==> config.mk <==
export PLATFORM = sky130hd
export DESIGN_NAME = lsu
export DESIGN_NICKNAME = d
export VERILOG_FILES = /design/src/rtl/lsu.sv
export SDC_FILE = /design/constraint.sdc
export NUM_CORES = 1
export LEC_CHECK = 0
export CAP_MARGIN = 20
export CORE_MARGIN = 4
export CORE_UTILIZATION = 35
export DETAILED_ROUTE_END_ITERATION = 10
export PLACE_DENSITY = 0.82
export SYNTH_ARGS = -nofsm -noshare
export SYNTH_HDL_FRONTEND = slang
export SYNTH_SLANG_ARGS = --single-unit
==> constraint.sdc <==
create_clock -name clk -period 2.4 [get_ports clk]
set_input_delay 0.48 -clock clk [delete_from_list [all_inputs] [get_ports clk]]
set_output_delay 0.48 -clock clk [all_outputs]
set_load 0.01 [all_outputs]
==> src/rtl/lsu.sv <==
// ============================================================================
// Module   : lsu
// Brief    : Memory-stage load/store unit. Issues one valid/ready bus
//            transaction per M-stage access, stalls via busy_M, returns the
//            aligned and extended load result.
//            Optional macro LSU_TIMEOUT_EN adds a REQ-wait abort with bus_err_M.
// Revision : 1.0 - initial release
// ============================================================================
`default_nettype none

module lsu #(
    parameter int ADDR_W         = 32,
    parameter int TIMEOUT_CYCLES = 255
) (
    input  logic              clk,
    input  logic              rst_n,
    input  logic              re_M,
    input  logic              we_M,
    input  logic [2:0]        funct3_M,
    input  logic [ADDR_W-1:0] addr_M,
    input  logic [31:0]       wdata_M,
    output logic              busy_M,
    output logic [31:0]       rdata_M,
    output logic              misaligned_M,
    output logic              bus_err_M,
    output logic              mem_valid,
    input  logic              mem_ready,
    output logic              mem_we,
    output logic [ADDR_W-1:0] mem_addr,
    output logic [3:0]        mem_wstrb,
    output logic [31:0]       mem_wdata,
    input  logic [31:0]       mem_rdata
);

    typedef enum logic [1:0] {
        S_IDLE = 2'd0,
        S_REQ  = 2'd1,
        S_DONE = 2'd2
    } state_t;

    state_t      state_q, state_d;
    logic [31:0] rdata_q, rdata_d;
    logic        bus_err_q, bus_err_d;

    logic        w_is_half;
    logic        w_is_word;
    logic        w_misaligned;
    logic        w_op;
    logic        w_valid;
    logic        w_busy;
    logic [7:0]  w_byte;
    logic [15:0] w_half;
    logic [31:0] w_load_val;

`ifdef LSU_TIMEOUT_EN
    localparam int CNT_W = (TIMEOUT_CYCLES > 255) ? $clog2(TIMEOUT_CYCLES + 1) : 8;
    logic [CNT_W-1:0] cnt_q, cnt_d;
`endif

    assign w_is_half    = (funct3_M[1:0] == 2'b01);
    assign w_is_word    = (funct3_M[1:0] == 2'b10);
    assign w_misaligned = (w_is_half & addr_M[0]) | (w_is_word & (addr_M[1:0] != 2'b00));
    assign misaligned_M = (re_M | we_M) & w_misaligned;
    assign w_op         = (re_M | we_M) & ~w_misaligned;

    assign mem_addr  = {addr_M[ADDR_W-1:2], 2'b00};
    assign mem_we    = we_M;

    always_comb begin
        mem_wstrb = 4'b0000;
        mem_wdata = wdata_M;
        if (we_M) begin
            case (funct3_M[1:0])
                2'b00: begin
                    mem_wstrb = 4'b0001 << addr_M[1:0];
                    mem_wdata = {4{wdata_M[7:0]}};
                end
                2'b01: begin
                    mem_wstrb = 4'b0011 << addr_M[1:0];
                    mem_wdata = {2{wdata_M[15:0]}};
                end
                default: begin
                    mem_wstrb = 4'b1111;
                    mem_wdata = wdata_M;
                end
            endcase
        end
    end

    always_comb begin
        w_byte = mem_rdata[7:0];
        case (addr_M[1:0])
            2'b00:   w_byte = mem_rdata[7:0];
            2'b01:   w_byte = mem_rdata[15:8];
            2'b10:   w_byte = mem_rdata[23:16];
            default: w_byte = mem_rdata[31:24];
        endcase
        w_half = addr_M[1] ? mem_rdata[31:16] : mem_rdata[15:0];
        case (funct3_M[1:0])
            2'b00:   w_load_val = {{24{~funct3_M[2] & w_byte[7]}}, w_byte};
            2'b01:   w_load_val = {{16{~funct3_M[2] & w_half[15]}}, w_half};
            default: w_load_val = mem_rdata;
        endcase
    end

    always_comb begin
        state_d   = state_q;
        rdata_d   = rdata_q;
        bus_err_d = 1'b0;
        w_valid   = 1'b0;
        w_busy    = 1'b0;
`ifdef LSU_TIMEOUT_EN
        cnt_d     = cnt_q;
`endif
        case (state_q)
            S_IDLE: begin
                if (w_op) begin
                    w_valid = 1'b1;
                    w_busy  = 1'b1;
                    if (mem_ready) begin
                        state_d = S_DONE;
                        if (re_M) begin
                            rdata_d = w_load_val;
                        end
                    end else begin
                        state_d = S_REQ;
`ifdef LSU_TIMEOUT_EN
                        cnt_d   = '0;
`endif
                    end
                end
            end
            S_REQ: begin
                w_valid = 1'b1;
                w_busy  = 1'b1;
                if (mem_ready) begin
                    state_d = S_DONE;
                    if (re_M) begin
                        rdata_d = w_load_val;
                    end
`ifdef LSU_TIMEOUT_EN
                end else if (cnt_q == CNT_W'(TIMEOUT_CYCLES - 1)) begin
                    // Last permitted wait cycle without a grant: abort.
                    state_d   = S_DONE;
                    bus_err_d = 1'b1;
                    rdata_d   = 32'h0;
                end else begin
                    cnt_d = cnt_q + 1'b1;
`endif
                end
            end
            S_DONE: begin
                state_d = S_IDLE;
            end
            default: begin
                state_d = S_IDLE;
            end
        endcase
    end

    // Gated by rst_n so an asserted reset drops the request without a clock edge.
    assign mem_valid = w_valid & rst_n;
    assign busy_M    = w_busy & rst_n;
    assign rdata_M   = rdata_q;
    assign bus_err_M = bus_err_q;

    always_ff @(posedge clk or negedge rst_n) begin
        if (!rst_n) begin
            state_q   <= S_IDLE;
            rdata_q   <= 32'h0;
            bus_err_q <= 1'b0;
        end else begin
            state_q   <= state_d;
            rdata_q   <= rdata_d;
            bus_err_q <= bus_err_d;
        end
    end

`ifdef LSU_TIMEOUT_EN
    always_ff @(posedge clk or negedge rst_n) begin
        if (!rst_n) begin
            cnt_q <= '0;
        end else begin
            cnt_q <= cnt_d;
        end
    end
`endif

endmodule

`default_nettype wire

# Word-level counts from Yosys, hierarchy flattened
# Index checks and enable logic that the tools add are counted.
# word_totals
reg_bits	34
word_cells	46
# classes
n_eq_ne	7
mux	17
shift	2
n_bitwise	11
reduce_logical	7
# op_table
operator	n
$pmux W32 S2	3
$mux W32	4
$pmux W8 S3	1
$mux W16	1
$pmux W4 S2	1
$and A1 B1 Y1	7
$eq A2 B1 Y1 const B	3
$logic_not A2 Y1	3
$mux W2	3
$eq A2 B2 Y1 const B	2
$mux W4	1
$ne A2 B2 Y1 const B	2
$pmux W2 S2	1
$reduce_and A2 Y1	2
$reduce_bool A2 Y1	2
$shl A1 B2 Y4 const A	1
$shl A2 B2 Y4 const A	1
$not A1 Y1	2
$or A1 B1 Y1	2
$pmux W1 S2	1
$mux W1	1

# Depth between registers and ports, before layout
# depth
depth_word	8
mapped_depth	6

# Worst setup path after synthesis
# Ideal clock, no wire load.
# synth_path
path_kind	input to output
start	input funct3_M[1]
end	output mem_valid
t_arrival_ns	1.632
n_path_buf	2
path_slack_ns	0.288
required_ns	1.920
cell_stages	6
cell_sequence	buf_2 > and3b_1 > a211o_1 > a21oi_1 > and2_1 > buf_4
# synth_between
elab_chain_cells	8
word_cells_on_any_way	10
# synth_lines
element	line	text
from (decl)	19	input logic [2:0] funct3_M,
$eq A2 B1 Y1 or $eq A2 B2 Y1 (tied branches)	60, 61	
$and A1 B1 Y1	62	assign w_misaligned = (w_is_half & addr_M[0]) | (w_is_word & (addr_M[1:0] != 2'b00));
$or A1 B1 Y1 (*)	62	
$not A1 Y1 (*)	64	assign w_op = (re_M | we_M) & ~w_misaligned;
$and A1 B1 Y1 (*)	64	
$mux W1 (*)	n/a	
$pmux W1 S2 (*)	n/a	
$and A1 B1 Y1 (*)	n/a	
to (decl)	26	output logic mem_valid,
# Every way passes the cells marked *; elsewhere a longest branch is shown, timed or not.

# Final worst setup path
# layout_path
start	input we_M
end	output mem_wdata[22]
# layout_between
elab_chain_cells	1
# layout_lines
element	line	text
from (decl)	18	input logic we_M,
$mux W32	72	if (we_M) begin
to (decl)	31	output logic [31:0] mem_wdata,
# Every way passes these cells.

==> summary by stage <==
Synthesis
In this run, synthesis produced a sequential element count of 34. Yosys mapped the design onto 45 distinct sky130hd cell types. The summed instance area of the synthesized netlist is between 2000 and 3000 um^2. The count of yosys warnings during synthesis is 0. The gate count after technology mapping is between 300 and 400. Sequential cells were found to cover a little under a third of the synthesized design area. The most used flip-flop cell after synthesis is dfrtp_1. The synthesized design contains 0 enable-type register cells.

A synthesized cell averages a little under 9 um^2. The share of flip-flops with an asynchronous set or reset after synthesis is 100%.

STA
Setup violations remaining at the end of the flow were counted as 0. Setup repair after global routing left no endpoint under its margin. The shortest clock period the worst path allows after layout is between 2 and 2.5 ns. The transition time at the pin with the least slew margin is 0.509 ns. The max-slew violation total from the final report is 0. The total negative slack is 0 ns. The hold violation total from the final report came to 0.

Hold timing on the final database bottoms out at a slack of between 0.3 and 0.4 ns. The largest clock skew in the final design is 0.00462 ns. The worst relative slew slack is 66.0%.

Dividing the final minimum period by the clock period gives 98.0%. The upper clock frequency limit is ~430 MHz.

Global routing
The remaining global-route overflow is 0. The number of antenna violations at the first check in global routing came to 0. For this run, global-route usage on met2 was measured as a little under a third. The number of global-route vias before repair is slightly below 3000. Entering global routing, the biggest net connects 35 pins. The most heavily used metal layer in global routing is met2.

In the global route stage, met3 resource usage came out at 4.36%. The aggregate global-route resource usage is about a fifth. The met1 track demand over resource in global routing is around a quarter. The first-pass GRT wire length is between 10000 and 15000 um.

Power
The overall power after layout is 2.46 mW. The proportion of power drawn by flip-flops and latches is between 30% and 40%. Power spread over the standard cell area amounts to ~560 nW/um^2.

The internal portion of the total power is roughly 1.6 mW. IR analysis of the VDD net gives a maximum drop of roughly 270 uV. The switching share of total power is roughly a third.

For this design the total switching power over the nets is 0.827 mW. The static leakage is approximately 1.9 nW. The share of power burned in combinational logic is 46.9%. In this run, the clock network consumes around a fifth of the power.

Cells and area
The most common library cell in the layout ignoring fill and taps is clkdlybuf4s50_1. The antenna diode instance count is 0. The final layout contains 548 nets.

In the layout the commonest cells are clkdlybuf4s50_1 (126), dfrtp_1 (34), a21oi_1 (30). The layout cell share with drive strength beyond 1 is between 15 and 20%. The filler-free cell count of the finished design is 547.

From synthesis to final layout, the design area changed by 54.9%.

Floorplanning
The die outline height is 97.8 um. For this configuration, the core starts out at a cell density of 36.4%. The number of ports placed on the die boundary is approximately 210. Measured along the x axis, the die boundary spans 97.8 um.

In this run the standard cell core region covers slightly below 8000 um^2. The area enclosed by the die boundary is approximately 9600 um^2. In this run the core area contains 32 standard-cell rows.

Worst hold path
The class of the worst hold path is input port to asynchronous set/reset pin.

Clock tree
After clock tree synthesis, the flow added hold-fix buffers numbering 0. The TritonCTS clock tree is built. The library cell used as clock root buffer is clkbuf_8. The deepest clock path buffer count is 2. The count of clock tree sinks is 34.

The clock-pin slew on the worst setup and hold paths is 0.08 ns. The H-tree was split into 2 levels. The later pin in the worst-skew pair is clocked with a latency of around 0.29 ns. In this run, CTS created clock tree buffers numbering 5.

Placement
The number of buffer cells added on primary ports is 145. Routability-driven placement finished with a final weighted congestion of around 0.85. Counting tap cells, the placed design contains a total of 536 instances.

The sum of net half-perimeters after detailed placement is 7380 um.

Worst setup path
The endpoint arrival time on the critical path is 1.87 ns. In this run the worst path has a maximum fanout of 12. The worst setup path is captured at a primary output. The critical path is of the input port to primary output type. The worst setup path is launched from an input port.

For the worst flop-to-flop path, the logic depth is 5. The required time at the endpoint of the critical path is between 1.5 and 2 ns.

Detailed routing
The number of search-and-repair iterations in the first detailed-routing pass is 4. In the routed design, unresolved DRC markers number 0. For this block, the initial DRC count from the detailed router was approximately 150. The routed design has between 9000 and 10000 um of wire. The detail route stage leaves a number of antenna-violating nets equal to 0. Using the TritonRoute via totals, the vias-per-cell ratio works out to just over 5. The final routed wire length divided by cell count is around 17 um. The final route contains between 2000 and 3000 vias.

Run status
The flow ran to the end, and the final reports show no timing, DRC or antenna violations.

Run
The tool flagged a number of max-cap violations equal to 0.
==> worst max-delay path, stage by stage <==
cell and delay [ns]:
clkdlybuf4s15_1 0.24, nand2b_4 0.15, buf_8 0.16, mux2_2 0.35
clkdlybuf4s50_1 0.49
==> power by group through the flow <==
| stage | clock network [mW] | registers, mW | logic [mW] |
|---|---|---|---|
| 6_report | 0.458 | 0.847 | 1.15 |
| 2_1_floorplan | 0 | 0.919 | 0.469 |
| 4_1_cts | 0.471 | 0.849 | 1.16 |
| 3_5_place_dp | 0 | 0.860 | 1.16 |
| 5_1_grt | 0.502 | 0.874 | 1.24 |
| 3_3_place_gp | 0 | 0.853 | 1.13 |
==> cell usage after synthesis (2+ instances only) <==
| cell type | instances | area, um^2 |
|---|---|---|
| buf_1 | 2 | 7.51 |
| a22oi_1 | 7 | 52.6 |
| clkbuf_1 | 9 | 33.8 |
| nand3b_1 | 2 | 15.0 |
| o21bai_1 | 6 | 45.0 |
| and3_1 | 6 | 37.5 |
| o21ai_0 | 17 | 85.1 |
| o21ai_2 | 10 | 87.6 |
| o211ai_1 | 16 | 120 |
| a21o_1 | 2 | 15.0 |
| mux2_2 | 16 | 180 |
| mux2i_1 | 17 | 170 |
| and2_1 | 2 | 12.5 |
| nand2b_1 | 3 | 18.8 |
| buf_4 | 44 | 330 |
| nor2_1 | 27 | 101 |
| buf_2 | 10 | 50.1 |
| o21a_1 | 4 | 30.0 |
| buf_6 | 2 | 22.5 |
| dfrtp_1 | 34 | 851 |
| inv_1 | 3 | 11.3 |
| a22o_1 | 6 | 52.6 |
| nor2b_1 | 3 | 18.8 |
| a21oi_1 | 31 | 155 |
| a31oi_1 | 6 | 37.5 |
| nand2_1 | 17 | 63.8 |
==> worst paths after layout <==
check / start / endpoint / slack [ns]
worst max-delay path: we_M / mem_wdata[22] / 0.05
max in group asynchronous: rst_n / rdata_M[11]$_DFFE_PN0P_ / 1.75
worst min-delay path: rst_n / rdata_M[5]$_DFFE_PN0P_ / 0.32
worst min register to register: rdata_M[7]$_DFFE_PN0P_ / rdata_M[7]$_DFFE_PN0P_ / 0.51
worst max register to register: state_q[0]$_DFFE_PN0P_ / rdata_M[11]$_DFFE_PN0P_ / 0.77
min in group clk: rdata_M[7]$_DFFE_PN0P_ / rdata_M[7]$_DFFE_PN0P_ / 0.51
==> flip-flops by register name, indices dropped and copies added (netlist names) <==
register / count
rdata_M: 32
state_q: 2
==> logic make-up after synthesis <==
group / synth area share [%]
mux: 12.4
buf+inv: 16.3
compound gates: 28.3
simple gates: 12.8
other cells: 0.133
flops: 30.1
==> layer usage <==
| layer | wire length (um) | vias to the layer above |
|---|---|---|
| li1 | - | 1361 |
| met1 | 4070 | 1339 |
| met2 | 4590 | 102 |
| met3 | 553 | 26 |
| met4 | 215 | 0 |
| met5 | 0 | - |
==> through the flow <==
step	setup WS [ns]	util (%)	cell area, um^2
after CTS	-0.0258	56.0	4350
after global placement	-0.472	54.4	4230
final	0.0491	56.3	4370
after floorplan	0.288	-	2830
after detailed placement	-0.538	54.4	4230
after global routing	0.00263	56.3	4370
==> repair_timing <==
action,CTS,global route
endpoints found under the setup margin,31,19
gates resized for setup,22,15
setup buffers,1,1
pin swaps,1,0
gates cloned,1,0
==> layout make-up <==
type	instances	area [um^2]
Clock buffer	6	82.6
Clock inverter	2	12.5
Fill cell	740	3390
Inverter	4	15.0
Multi-Input combinational cell	218	1530
Sequential cell	34	851
Tap cell	102	128
Timing Repair Buffer	181	1750
Note: power is estimated with default switching activity, not from simulation.
